## config.mk

```make
export PLATFORM = sky130hd
export DESIGN_NAME = snes_pad_emulator
export DESIGN_NICKNAME = d
export VERILOG_FILES = /design/src/rtl/snes_pad_emulator.sv
export SDC_FILE = /design/constraint.sdc
export NUM_CORES = 1
export LEC_CHECK = 0
export BUFFER_PORTS_ARGS = -buffer_cell sky130_fd_sc_hd__buf_2
export CORE_AREA = 2 2 64 66
export CTS_CLUSTER_DIAMETER = 40
export CTS_CLUSTER_SIZE = 28
export DETAILED_ROUTE_END_ITERATION = 8
export DIE_AREA = 0 0 66 68
export SETUP_SLACK_MARGIN = 0.05
export SYNTH_ARGS = -nofsm -noshare
export SYNTH_HDL_FRONTEND = slang
export SYNTH_SLANG_ARGS = --single-unit
export TNS_END_PERCENT = 30
```

## constraint.sdc

```tcl
create_clock -name clk_50 -period 2.36 [get_ports clk_50]
set_input_delay 0.472 -clock clk_50 [delete_from_list [all_inputs] [get_ports clk_50]]
set_output_delay 0.472 -clock clk_50 [all_outputs]
set_load 0.03 [all_outputs]
```

## src/rtl/snes_pad_emulator.sv

```systemverilog
// SNES/NES controller impersonator: serialises a 16-bit button snapshot on the host latch/clock link.
// Optional SNES_PAD_TIMEOUT_EN aborts a frame when the host clock stalls for TIMEOUT_CYCLES.
module snes_pad_emulator #(
  parameter int SYNC_STAGES    = 2,
  parameter int TIMEOUT_CYCLES = 50000
) (
  input  logic       clk_50,
  input  logic       rst_n,
  input  logic       controller_latch,
  input  logic       controller_clk,
  output logic       controller_dout,
  input  logic       button_B,
  input  logic       button_Y,
  input  logic       button_SELECT,
  input  logic       button_START,
  input  logic       button_N,
  input  logic       button_S,
  input  logic       button_W,
  input  logic       button_E,
  input  logic       button_A,
  input  logic       button_X,
  input  logic       button_L,
  input  logic       button_R,
  output logic       busy,
  output logic       frame_done,
  output logic [4:0] bit_index
);

  if (SYNC_STAGES < 2 || SYNC_STAGES > 4 || TIMEOUT_CYCLES < 1) begin : g_param_check
    $error("snes_pad_emulator: illegal parameter value");
  end

  typedef enum logic [1:0] {IDLE, LOAD, SHIFT, DONE} state_t;

  state_t                 r_state;
  state_t                 w_state_nxt;
  logic [SYNC_STAGES-1:0] r_latch_sync;
  logic [SYNC_STAGES-1:0] r_clk_sync;
  logic                   r_clk_prev;
  logic                   w_latch_s;
  logic                   w_clk_s;
  logic                   w_clk_rise;
  logic [15:0]            w_buttons;
  logic [15:0]            r_shreg;
  logic [15:0]            w_shreg_nxt;
  logic [4:0]             r_bit_idx;
  logic [4:0]             w_bit_nxt;
  logic                   r_frame_done;
  logic                   w_fd_nxt;

  // Host clock idles high, so its chain resets to 1 to avoid a false edge after reset.
  always_ff @(posedge clk_50 or negedge rst_n) begin
    if (!rst_n) begin
      r_latch_sync <= '0;
      r_clk_sync   <= '1;
      r_clk_prev   <= 1'b1;
    end else begin
      r_latch_sync <= {r_latch_sync[SYNC_STAGES-2:0], controller_latch};
      r_clk_sync   <= {r_clk_sync[SYNC_STAGES-2:0], controller_clk};
      r_clk_prev   <= w_clk_s;
    end
  end

  assign w_latch_s  = r_latch_sync[SYNC_STAGES-1];
  assign w_clk_s    = r_clk_sync[SYNC_STAGES-1];
  assign w_clk_rise = w_clk_s & ~r_clk_prev;

  // Pressed = 1 inside the shift register; the top nibble always reads "not pressed".
  assign w_buttons = {4'b0000, button_R, button_L, button_X, button_A,
                      button_E, button_W, button_S, button_N,
                      button_START, button_SELECT, button_Y, button_B};

`ifdef SNES_PAD_TIMEOUT_EN
  localparam int TO_W = $clog2(TIMEOUT_CYCLES + 1);
  logic [TO_W-1:0] r_to_cnt;
  logic [TO_W-1:0] w_to_nxt;

  always_ff @(posedge clk_50 or negedge rst_n) begin
    if (!rst_n) r_to_cnt <= '0;
    else        r_to_cnt <= w_to_nxt;
  end
`endif

  always_ff @(posedge clk_50 or negedge rst_n) begin
    if (!rst_n) begin
      r_state      <= IDLE;
      r_shreg      <= '0;
      r_bit_idx    <= '0;
      r_frame_done <= 1'b0;
    end else begin
      r_state      <= w_state_nxt;
      r_shreg      <= w_shreg_nxt;
      r_bit_idx    <= w_bit_nxt;
      r_frame_done <= w_fd_nxt;
    end
  end

  always_comb begin
    w_state_nxt     = r_state;
    w_shreg_nxt     = r_shreg;
    w_bit_nxt       = r_bit_idx;
    w_fd_nxt        = 1'b0;
    controller_dout = 1'b1;
    busy            = 1'b0;
`ifdef SNES_PAD_TIMEOUT_EN
    w_to_nxt        = '0;
`endif
    case (r_state)
      IDLE: begin
        if (w_latch_s) begin
          w_state_nxt = LOAD;
          w_shreg_nxt = w_buttons;
          w_bit_nxt   = '0;
        end
      end
      LOAD: begin
        controller_dout = ~r_shreg[0];
        busy            = 1'b1;
        w_bit_nxt       = '0;
        // Keep tracking the buttons until the latch drops; the last sample is the frame.
        if (w_latch_s) w_shreg_nxt = w_buttons;
        else           w_state_nxt = SHIFT;
      end
      SHIFT: begin
        controller_dout = ~r_shreg[0];
        busy            = 1'b1;
        // Latch has priority over a coincident clock edge: abort and reload.
        if (w_latch_s) begin
          w_state_nxt = LOAD;
          w_shreg_nxt = w_buttons;
          w_bit_nxt   = '0;
        end else if (w_clk_rise) begin
          w_shreg_nxt = {1'b1, r_shreg[15:1]};
          w_bit_nxt   = r_bit_idx + 5'd1;
          if (r_bit_idx == 5'd15) begin
            w_state_nxt = DONE;
            w_fd_nxt    = 1'b1;
          end
        end else begin
`ifdef SNES_PAD_TIMEOUT_EN
          if (r_to_cnt == TO_W'(TIMEOUT_CYCLES - 1)) begin
            w_state_nxt = IDLE;
            w_bit_nxt   = '0;
          end else begin
            w_to_nxt = r_to_cnt + 1'b1;
          end
`endif
        end
      end
      DONE: begin
        controller_dout = 1'b0;
        if (w_latch_s) begin
          w_state_nxt = LOAD;
          w_shreg_nxt = w_buttons;
          w_bit_nxt   = '0;
        end
      end
      default: begin
        w_state_nxt = IDLE;
      end
    endcase
  end

  assign frame_done = r_frame_done;
  assign bit_index  = r_bit_idx;

endmodule

```

# After elaboration in Yosys (flattened, before gate mapping)
# Cells that the tools add are included.
[totals] ff_bits=29 input_bits=16 output_inout_bits=8 elab_cells=47
[classes] n_addsub=1 n_eq_ne=9 muxes=20 bitwise=3 n_reduce_logical=7
[ops] op="$mux W16" count=3
[ops] op="$pmux W16 S2" count=1
[ops] op="$mux W5" count=3
[ops] op="$pmux W5 S3" count=1
[ops] op="$mux W2" count=5
[ops] op="$ne A3 B3 Y1 const B" count=2
[ops] op="$pmux W2 S3" count=1
[ops] op="$add A5 B1 Y5 const B" count=1
[ops] op="$eq A5 B4 Y1 const B" count=1
[ops] op="$mux W1" count=5
[ops] op="$eq A2 B2 Y1 const B" count=2
[ops] op="$ne A2 B1 Y1 const B" count=2
[ops] op="$reduce_and A2 Y1" count=2
[ops] op="$reduce_and A4 Y1" count=1
[ops] op="$reduce_or A2 Y1" count=2
[ops] op="$reduce_or A3 Y1" count=1
[ops] op="$eq A2 B1 Y1 const B" count=1
[ops] op="$logic_not A2 Y1" count=1
[ops] op="$ne A2 B2 Y1 const B" count=1
[ops] op="$not A1 Y1" count=2
[ops] op="$pmux W1 S2" count=1
[ops] op="$and A1 B1 Y1" count=1

# Logic depth before layout (Yosys ltp)
[logic_depth] ltp_word=5 depth_mapped=6 ltp_nobuf=6

# Least setup slack after synthesis
# No wires, ideal clock.
[synth_timing] path_kind="register to output" start="register r_state[0]" end="output controller_dout" arrival_ns=1.632 t_required_ns=1.888 setup_slack_ns=0.256 stages_incl_launch_ff=5 n_path_buf=1 path_cell_list="dfrtp_1 > inv_1 > ha_1 > clkbuf_1 > mux2i_1"
[synth_via] elab_chain_len=3 elab_cells_between_ends=5 classes_between="eq/ne (3); mux (1); reduce/logical (1)"
[synth_rtl] element="start, declared" line_no="35" rtl="state_t r_state;"
[synth_rtl] element="start signal, assigned" line_no="91" rtl="r_state <= w_state_nxt;"
[synth_rtl] element="$eq A2 B2 Y1 or $eq A2 B1 Y1 (tied branches)" line_no="108" rtl="case (r_state)"
[synth_rtl] element="$reduce_or A2 Y1 (no source line)"
[synth_rtl] element="$pmux W1 S2 *" line_no="108"
[synth_rtl] element="end, declared" line_no="11" rtl="output logic controller_dout,"
# Mark *: on every way between the ends. The rest lies on a longest branch, timed or not.

# Final worst setup path
[layout_timing] start="register r_state[1]" end="output controller_dout"
# The elaborated chain is that of the path after synthesis.

==> results.ini <==
[outcome]
status=finished, final reports clean

[floorplan]
rows=23
core_um2=3856
fp.dieH_um=68
die_w_um=66
dieArea_um2=4488
io_pins=24
initial_core_util=0.3806

[drt]
routed_via_density=5.103
drt_iter0_markers=29
ant_nets=0
routed_wl_mm=2.655
via_count=995
drt_first_pass_iters=4
drcViolationCount=0
routedWlPerCell_um=13.62

[synth]
synthCells=116
synth_top_family_by_area=multiplexers
synthMuxAreaShare=0.2540
synthTopCellsByArea=dfrtp_1 (44%), mux2_4 (14%), mux2_2 (7.7%), dfstp_2 (5.4%), ha_1 (4.3%)
synth_fp_nets=137
netlist-cell-type-count=29
ys_seq_area_frac=0.4970
synth_compound_area_frac=0.06053
synth_top_area_frac=0.4433
postSynthAreaPerCell_um2=12.65
synth-xor-area-share=0
synth_top_area_cell=dfrtp_1
yosys_warnings=0
synth-adder-area-share=0.04263
ys_ff_latch=29
syn_area_um2=1468
yosys.area_share.simple=0.1100

[worst_setup_path]
max_stage_delay_ns=0.50
path_max_fanout=14
critPathArrivalTime_ns=1.62
required_ns=1.89
end_kind=primary output
crit_type=register to primary output
critPathLaunchType=register
timing.rr.end=r_shreg[1]$_DFFE_PN0P_
reg2reg_depth=5
reg2reg_slack_ns=0.60
crit_buf_inv=1
cp_slowest_cell=ha_2
critical-path-top-delay-family=adder cells
crit_chain=ha_2 -> mux2i_1 -> buf_2
rr_startpoint=r_state[0]$_DFFE_PN0P_

[clocking]
cts_tree=done
hold_buffers=0
clk_pin_slew_worst_paths_ns=0.06
cts_buffers=5
root_buffer=clkbuf_8
clkLatencyLatePin_ns=0.28
cts_buffer_depth=2
cts.sinks=29
cts_setup_buffers=0
cts_max_level=2

[cells_and_area]
area_growth_syn_to_layout_pct=18.67
regArea_um2=729.5
final_common_cell=dfrtp_1
final_cell_mix=dfrtp_1 (26), buf_2 (23), mux2_4 (14)
nFillCells=361
stdcell_area_um2=1742
final_nets=165
layout-drive-gt1-share=0.4414
multi_input_area_um2=688.2
diodes=0

[timing]
tightest_slew_ns=0.6271
slew_violations=0
hold_viol=0
setup_viol=0
finalClockSkew_ns=0.007703
fin_crit_sh=0.8850
slew_headroom=0.5820
setup-tns-final_ns=0
fmax_ghz=0.4788
rsz0062_at_grt=false
period_minus_slack_ns=2.089

[global_route]
antenna_found_initial=0
grt_first_pass_wirelength_mm=4.554
grt_overflow=0
grt_usage=0.1354
grt_max_degree=30
grt_pass1_vias=1006

[pwr]
p_per_area_nw_per_um2=875.7
ir_drop_uv=350.0
p_leak_uw=0.0008580

[job]
timing.max_cap.violations=0

[place]
place_congestion=0.8667
io_buffer_count=23
dpl.hpwl_mm=1.822
placed_area_um2=1638

[min_path]
hold_path.class=primary input to async pin

## Yosys cell counts, drive strengths merged
cell type and number:
o21ai 1, dfstp 3, and3 1, a2111oi 1, a31oi 4, dfrtp 26, mux2 24, ha 5
nor3b 1, nand3b 6, o211ai 1, or4 1, buf 3, a21oi 5, nand3 5, clkbuf 2
nand2 4, nand2b 4, nor3 1, inv 6, mux2i 5, nor2 5, a211o 1, a2bb2oi 1
## how the worst max path moves through the flow
stage                                 startpoint               to  slack, ns  cells after the start
after floorplan           r_state[0]$_DFFE_PN0P_  controller_dout       0.26                      4
after global placement    r_state[0]$_DFFE_PN0P_  controller_dout       0.50                      4
after detailed placement  r_state[0]$_DFFE_PN0P_  controller_dout       0.48                      4
after CTS                 r_state[0]$_DFFE_PN0P_  controller_dout       0.16                      4
after global routing      r_state[1]$_DFFE_PN0P_  controller_dout       0.14                      3
final                     r_state[1]$_DFFE_PN0P_  controller_dout       0.27                      3
## power by group
group | switching, uW | internal, uW | total (uW)
Clock | 181 | 263 | 444
Combinational | 257 | 219 | 476
Sequential | 43.1 | 561 | 604
## kinds of logic after synthesis
logic type               after synthesis
AO/OA/AOI/OAI                         14
adder cells (fa/ha/maj)                5
buffers and inverters                 11
flip-flops                            29
multiplexers                          29
AND/OR/NAND/NOR                       28
## worst register-to-register path: stages (launching register included)
cell and delay (ns):
dfrtp_1 0.40, inv_1 0.06, ha_2 0.21, nand2b_2 0.33, mux2_2 0.39, mux2_2 0.26
## layer usage
layer	share of wire	vias to the layer above	GRT usage
li1	-	467	-
met1	0.48	496	0.1765
met2	0.45	30	0.2058
met3	0.064	2	0.04605
met4	0.0030	0	0.05867
met5	0	-	0
## cell type report
class                      instances  area share
sequential                        29      0.4188
multi-input combinational         76      0.3951
timing repair buffer              26     0.07902
clock buffer                       7     0.05532
tap                               50     0.03592
inverter                           6     0.01293
clock inverter                     1    0.002874
## timing repair
item                                   in CTS  in global routing
endpoints found under the hold margin       0                  0
resized for setup                           0                  1
setup endpoints to repair                   0                  1
## state kept, by name, summed over array words and instances (netlist names)
name,flops
bit_index,5
frame_done,1
r_clk_prev,1
r_latch_sync,2
r_shreg,16
r_state,2
r_clk_sync,2
## metrics by stage
stage / hold WS, ns / setup WS (ns) / std cells / power, uW / utilization
floorplan: 0.1764 / 0.2562 / 116 / 973.7 / -
global placement: 0.3370 / 0.5034 / 187 / 1064 / 0.4247
detailed placement: 0.3464 / 0.4773 / 187 / 1087 / 0.4247
CTS: 0.2329 / 0.1626 / 195 / 1542 / 0.4510
global route: 0.2639 / 0.1446 / 195 / 1626 / 0.4517
finish: 0.2083 / 0.2713 / 195 / 1525 / 0.4517
Note: power is estimated with default switching activity, not from simulation.
